--- config.mk ---
export PLATFORM = sky130hd
export DESIGN_NAME = arashi_host
export DESIGN_NICKNAME = d
export VERILOG_FILES = /design/src/rtl/arashi_host.sv
export SDC_FILE = /design/constraint.sdc
export NUM_CORES = 1
export LEC_CHECK = 0
export ABC_CLOCK_PERIOD_IN_PS = 2550
export BUFFER_PORTS_ARGS = -buffer_cell sky130_fd_sc_hd__buf_2
export CORE_AREA = 2 2 213 215
export DETAILED_ROUTE_END_ITERATION = 8
export DIE_AREA = 0 0 215 217
export GPL_TIMING_DRIVEN = 0
export HOLD_SLACK_MARGIN = 0.02
export MAX_ROUTING_LAYER = met4
export SLEW_MARGIN = 10
export SYNTH_ARGS = -nofsm -noshare
export SYNTH_HDL_FRONTEND = slang
export SYNTH_SLANG_ARGS = --single-unit
--- constraint.sdc ---
create_clock -name clk -period 2.55 [get_ports clk]
set_input_delay 0.3825 -clock clk [delete_from_list [all_inputs] [get_ports clk]]
set_output_delay 0.3825 -clock clk [all_outputs]
set_load 0.005 [all_outputs]
--- src/rtl/arashi_host.sv ---
// arashi_host: one request FSM per thread, turning valid/ready requests into arashi_top ctrl/data_in traffic.
// Optional write-wait timeout is built when ARASHI_HOST_TIMEOUT_EN is defined.
module arashi_host #(
  parameter int DATA_WIDTH       = 32,
  parameter int THREAD_NUM_WIDTH = 2,
  parameter int RD_LATENCY       = 2,
  parameter int TIMEOUT          = 255,
  localparam int THREAD_NUM      = 1 << THREAD_NUM_WIDTH
) (
  input  logic                             clk,
  input  logic                             rst,
  input  logic [THREAD_NUM-1:0]            req_valid,
  output logic [THREAD_NUM-1:0]            req_ready,
  input  logic [THREAD_NUM-1:0]            req_wr,
  input  logic [DATA_WIDTH*THREAD_NUM-1:0] req_data,
  output logic [THREAD_NUM-1:0]            rsp_valid,
  input  logic [THREAD_NUM-1:0]            rsp_ready,
  output logic [DATA_WIDTH*THREAD_NUM-1:0] rsp_data,
  output logic [THREAD_NUM-1:0]            rsp_err,
  output logic [THREAD_NUM*2-1:0]          ctrl,
  output logic [DATA_WIDTH*THREAD_NUM-1:0] data_in,
  input  logic [THREAD_NUM-1:0]            w_ready,
  input  logic [DATA_WIDTH*THREAD_NUM-1:0] data_out
);

  if (THREAD_NUM_WIDTH < 2 || THREAD_NUM_WIDTH > 4) begin : g_bad_thread_width
    $error("arashi_host: THREAD_NUM_WIDTH must be within 2..4");
  end
  if (RD_LATENCY < 1 || RD_LATENCY > 15) begin : g_bad_rd_latency
    $error("arashi_host: RD_LATENCY must be within 1..15");
  end
  if (TIMEOUT < 1 || TIMEOUT > 65535) begin : g_bad_timeout
    $error("arashi_host: TIMEOUT must be within 1..65535");
  end

  typedef enum logic [2:0] {
    ST_IDLE    = 3'd0,
    ST_W_WAIT  = 3'd1,
    ST_R_ISSUE = 3'd2,
    ST_R_WAIT  = 3'd3,
    ST_RESP    = 3'd4
  } state_t;

  for (genvar t = 0; t < THREAD_NUM; t++) begin : g_thread
    state_t                state_r;
    state_t                state_s;
    logic [3:0]            lat_r;
    logic [1:0]            ctrl_r;
    logic [DATA_WIDTH-1:0] wdata_r;
    logic [DATA_WIDTH-1:0] rdata_r;
    logic                  wr_exit_s;

`ifdef ARASHI_HOST_TIMEOUT_EN
    logic [15:0] wait_r;
    logic        timeout_s;
    logic        err_r;

    // w_ready wins over the limit, so a write arriving on the last cycle completes cleanly
    assign timeout_s = (state_r == ST_W_WAIT) && (wait_r == 16'(TIMEOUT - 1));
    assign wr_exit_s = w_ready[t] | timeout_s;

    // write-wait counter, cleared whenever the thread is outside W_WAIT
    always_ff @(posedge clk) begin
      if (rst) begin
        wait_r <= 16'd0;
      end else if (state_r != ST_W_WAIT) begin
        wait_r <= 16'd0;
      end else if (!w_ready[t]) begin
        wait_r <= wait_r + 16'd1;
      end
    end

    // error flag captured when leaving W_WAIT
    always_ff @(posedge clk) begin
      if (rst) begin
        err_r <= 1'b0;
      end else if (state_r == ST_W_WAIT && wr_exit_s) begin
        err_r <= ~w_ready[t];
      end
    end

    assign rsp_err[t] = err_r;
`else
    assign wr_exit_s  = w_ready[t];
    assign rsp_err[t] = 1'b0;
`endif

    // next-state logic
    always_comb begin
      state_s = state_r;
      case (state_r)
        ST_IDLE: begin
          if (req_valid[t]) begin
            state_s = req_wr[t] ? ST_W_WAIT : ST_R_ISSUE;
          end else begin
            state_s = ST_IDLE;
          end
        end
        ST_W_WAIT: begin
          if (wr_exit_s) begin
            state_s = ST_RESP;
          end else begin
            state_s = ST_W_WAIT;
          end
        end
        ST_R_ISSUE: begin
          state_s = ST_R_WAIT;
        end
        ST_R_WAIT: begin
          if (lat_r == 4'd0) begin
            state_s = ST_RESP;
          end else begin
            state_s = ST_R_WAIT;
          end
        end
        ST_RESP: begin
          if (rsp_ready[t]) begin
            state_s = ST_IDLE;
          end else begin
            state_s = ST_RESP;
          end
        end
        default: begin
          state_s = ST_IDLE;
        end
      endcase
    end

    // state register
    always_ff @(posedge clk) begin
      if (rst) begin
        state_r <= ST_IDLE;
      end else begin
        state_r <= state_s;
      end
    end

    // ctrl is decoded from the next state so it lines up with the state register
    always_ff @(posedge clk) begin
      if (rst) begin
        ctrl_r <= 2'b00;
      end else begin
        case (state_s)
          ST_W_WAIT:  ctrl_r <= 2'b10;
          ST_R_ISSUE: ctrl_r <= 2'b01;
          default:    ctrl_r <= 2'b00;
        endcase
      end
    end

    // write-data latch, read-latency counter and response data capture
    always_ff @(posedge clk) begin
      if (rst) begin
        wdata_r <= '0;
        rdata_r <= '0;
        lat_r   <= 4'd0;
      end else begin
        if (state_r == ST_IDLE && req_valid[t] && req_wr[t]) begin
          wdata_r <= req_data[t*DATA_WIDTH +: DATA_WIDTH];
        end
        if (state_r == ST_R_ISSUE) begin
          lat_r <= 4'(RD_LATENCY - 1);
        end else if (state_r == ST_R_WAIT && lat_r != 4'd0) begin
          lat_r <= lat_r - 4'd1;
        end
        if (state_r == ST_R_WAIT && lat_r == 4'd0) begin
          rdata_r <= data_out[t*DATA_WIDTH +: DATA_WIDTH];
        end else if (state_r == ST_W_WAIT && wr_exit_s) begin
          rdata_r <= '0;
        end
      end
    end

    assign req_ready[t]                           = (state_r == ST_IDLE) & ~rst;
    assign rsp_valid[t]                           = (state_r == ST_RESP);
    assign rsp_data[t*DATA_WIDTH +: DATA_WIDTH]   = rdata_r;
    assign data_in[t*DATA_WIDTH +: DATA_WIDTH]    = wdata_r;
    assign ctrl[2*t +: 2]                         = ctrl_r;
  end

endmodule

# Word level (Yosys, flattened, before mapping)
# Cells that the tools add are included.
# word_totals
ff_bits	292
latchBits	0
mem_bits_rw	0
rom_bits	0
in_bits	274
elab_cells	145
mem_count	0
# classes
addsub	4
multipliers	0
div_mod_pow	0
order_cmp	0
eq_ne	24
n_shift	0
mux	44
n_bitwise	5
reduce_logical	44
# op_table
operator	count
$mux 32	8
$pmux 3 s5	4
$eq 3x2->1 const B	12
$mux 3	12
$eq 3x1->1 const B	8
$logic_and 1x1->1	20
$logic_not 4->1	4
$mux 2	8
$pmux 2 s2	4
$reduce_bool 2->1	8
$reduce_bool 4->1	4
$sub 4x1->4 const B	4
$eq 3x3->1 const B	4
$logic_not 3->1	4
$mux 1	8
$reduce_or 2->1	4
$and 1x1->1	4
$not 1->1	1

# Longest topological paths before layout
# depth
depth_word	5
depth_mapped	8

# Worst setup path after synthesis
# OpenSTA, ideal clock, no wires.
# synth_path
path_kind	register -> register
from	register g_thread[3].lat_r[0]
to	register g_thread[3].lat_r[3]
arrival_time_ps	1598
setup_slack_ps	878
stages_incl_launch_ff	7
path_cell_list	dfxtp_1 inv_1 ha_1 nor3b_2 or4_1 or3_1 a31oi_1
# synth_between
elab_chain_cells	2
elab_cells_between_ends	3
# synth_lines
element	line_no	source
start: declaration	47	logic [3:0] lat_r;
start signal: assignment	162	lat_r <= 4'(RD_LATENCY - 1);
start signal: assignment	164	lat_r <= lat_r - 4'd1;
branches (longest 2 deep; another with $sub 4x1->4)	--	
# Several ways; the timed one is not identified.
# A chain may end at the register's enable or synchronous reset.

# Worst setup path in the final report
# layout_path
from	register g_thread[3].state_r[1]
to	register g_thread[3].wdata_r[30]
# layout_between
elab_chain_cells	3
# layout_lines
element	line_no	source
start: declaration	45	state_t state_r;
start signal: assignment	134	state_r <= state_s;
$logic_not 3->1	158	if (state_r == ST_IDLE && req_valid[t] && req_wr[t]) begin
$logic_and 1x1->1 (2 in series)	158	
end signal: assignment	159	wdata_r <= req_data[t*DATA_WIDTH +: DATA_WIDTH];
end: declaration	49	logic [DATA_WIDTH-1:0] wdata_r;
# No other way between the ends.

==> out/metrics.yaml <==
grt_first_pass_wirelength_um: 56800
slew_violations: 0
fillerInstances: 4755
stdcell_area_um2: 15200
ys_seq_area_share_pct: 55.3
drive_above_1_share_pct: 40.7
rsz0062_at_grt: "no"
detail_route.wl_per_cell_um: 15.8
cp_max_fo: 10
cp_common_cell: "buf_2"
layout.nets: 2004
finalWorstPathRequiredPeriod_ps: 2230
fin_ws_ps: 322
p_per_area_nw_per_um2: 727
core_area_um2: 44700
port_buffers: 545
max_freq_mhz: 449
syn_avg_cell_area_um2: 9.28
critPathTopFamily: "simple AND/OR/NAND/NOR gates"
drtIter0Drc: 415
grt_pass1_vias: 10100
cp-start-kind: "flip-flop"
hold_class: "in2reg"
dp_slack_ps: -115
root_buffer: "clkbuf_16"
firstDrtPassIters: 5
initial_core_util_pct: 23.6
path_clk_slew_ps: 60
crit_chain: "buf_2 > nor4_2 > buf_2 > nand2_1 > a21oi_1"
critPathMaxStageDelay_ps: 1030
yosys_warnings: 0
setup_viol: 0
yosys_register_bits: 292
clockBufferDepth: 3
die_w_um: 215
ys_types: 58
p_leak_nw: 7.00
dp.cells: 2287
worstPathRequired_ps: 2990
period_share_pct: 87.4
max_cap_viol_count: 0
numCtsBuffers: 35
overflow: 0
worstMarginPinSlew_ps: 1210
row_count: 78
skew_ps: 16.9
synthFlopType: "dfxtp_1"
ios: 550
cts_tree: "done"
fp.dieArea_um2: 46700
cts.sinks: 292
total_power_mw: 11.1
clk_latency_ps: 530
slowest_stage: "nor4_2"
outcome: "complete, no violations"
cp-end-kind: "flip-flop"
stdcell_count: 2354
antenna_found_initial: 5
grtUsageTotal_pct: 15.8
hold_viol: 0
syn_area_um2: 10600
htree_levels: 2
synth_edf_count: 0
synthCells: 1139
routed_wl_um: 37200
vias_per_cell: 4.36
dr_total_vias: 10300
die_h_um: 217
syn2layout_area_growth_pct: 44.2
ant_nets: 0
hpwl_um: 29100
slew_headroom_pct: 18.9
drc: 0
critPathKind: "reg2reg"
worst-path-buf-inv: 2
gp_congestion: 0.881
grt_max_degree: 15
place_area_um2: 14100
cp.arrival_ps: 2670
hold_ws_ps: 66.3
synthArstFlopShare_pct: 0
max-vdd-ir-drop_uv: 464
placed cells by master, fill, tap and decap left out, drive strengths merged, types with 12 or more instances in the layout:
cell and n:
a21oi 140, nand2 274, nor2 87, buf 604, inv 12, clkbuf 82, nor3 15, dfxtp 292
a22o 64, a22oi 64
flip-flops by register name, summed over array words and instances, names as in the netlist:
register / flops
g_thread.lat_r: 16
g_thread.ctrl_r: 8
g_thread.state_r: 12
g_thread.rdata_r: 128
g_thread.wdata_r: 128
worst paths after layout:
path,start,end,slack (ps),cells past startpoint
hold / removal,data_out[11],g_thread[0].rdata_r[11]$_SDFFE_PP0P_,70,2
hold reg to reg,g_thread[1].wdata_r[31]$_SDFFE_PP0P_,g_thread[1].wdata_r[31]$_SDFFE_PP0P_,450,2
setup / recovery,g_thread[3].state_r[1]$_SDFF_PP0_,g_thread[3].wdata_r[30]$_SDFFE_PP0P_,320,5
setup reg to reg,g_thread[3].state_r[1]$_SDFF_PP0_,g_thread[3].wdata_r[30]$_SDFFE_PP0P_,320,5
where the power goes:
group	switching (mW)	internal [mW]	total (mW)
sequential	0.0994	4.75	4.85
clock	1.94	3.07	5.02
combinational	0.684	0.531	1.22
layer usage:
metal | global-route usage [%] | vias to the layer above | wire length [µm]
met5 | - | - | 0
met4 | 4.60 | 0 | 829
met3 | 4.54 | 60 | 2770
met2 | 27.8 | 371 | 18800
met1 | 17.3 | 4770 | 14800
li1 | - | 5069 | -
cell type report:
class / instances / area [µm²] / area share [%]
flip-flops and latches: 292 / 5850 / 38.3
clock buffers: 48 / 1010 / 6.61
clock inverters: 13 / 155 / 1.02
inverters: 11 / 41.3 / 0.271
multi-input cells: 746 / 4190 / 27.5
repair buffers: 546 / 2740 / 18.0
diodes: 5 / 12.5 / 0.0821
plain buffers: 93 / 507 / 3.32
well taps: 600 / 751 / 4.92
worst register-to-register path: stages, from the launching register on:
cell and delay [ps]:
dfxtp_1 320, buf_2 180, nor4_2 1040, buf_2 400
nand2_1 90, a21oi_1 120
metrics by stage:
stage,setup TNS (ps),utilization (%)
after floorplan,0,-
after global placement,-707,31.5
after detailed placement,-1250,31.5
after CTS,0,34.1
after global routing,0,34.1
final,0,34.1
synthesized netlist by cell type, types with 2 or more instances:
cell / n / area (µm²)
dfxtp_1: 292 / 5850
nand2_1: 274 / 1030
a21oi_1: 140 / 701
nor2_1: 85 / 319
a22o_1: 64 / 561
buf_2: 38 / 190
a22oi_1: 34 / 255
clkbuf_1: 33 / 124
a22oi_2: 30 / 375
nor3_1: 13 / 65.1
buf_4: 11 / 82.6
inv_1: 11 / 41.3
buf_6: 9 / 101
nand3_1: 6 / 30.0
nor3b_1: 6 / 45.0
a31oi_1: 5 / 31.3
and3b_1: 5 / 43.8
ha_1: 5 / 62.6
a211oi_1: 4 / 30.0
nand2b_1: 4 / 25.0
nand3b_1: 4 / 30.0
o21ai_0: 4 / 20.0
or3b_2: 4 / 35.0
xnor2_1: 4 / 35.0
xor2_1: 4 / 35.0
mux2i_1: 3 / 30.0
nor2b_1: 3 / 18.8
nor4_1: 3 / 18.8
or3_1: 3 / 18.8
or4_1: 3 / 22.5
a31oi_2: 2 / 25.0
and3_1: 2 / 12.5
mux2_2: 2 / 22.5
nor3_2: 2 / 20.0
nor4_2: 2 / 25.0
o22a_1: 2 / 17.5
or2_2: 2 / 12.5
timing repair:
| item | 4_1_cts | 5_1_grt |
|---|---|---|
| resized for setup | 0 | 0 |
| setup buffers | 0 | 0 |
| hold buffers | 1 | 0 |
| endpoints found under the hold margin | 1 | 0 |
kinds of logic (layout without fill, tap and decap cells):
family | after synthesis | count (layout) | synth area share (%)
AO/OA/AOI/OAI | 292 | 292 | 19.8
XOR/XNOR | 8 | 8 | 0.663
adder cells (fa/ha/maj) | 5 | 5 | 0.592
buffers and inverters | 104 | 711 | 5.19
flip-flops | 292 | 292 | 55.3
multiplexers | 5 | 5 | 0.497
other | 1 | 9 | 0.0355
AND/OR/NAND/NOR | 432 | 432 | 17.9
Power figures use the tool's default switching activity.
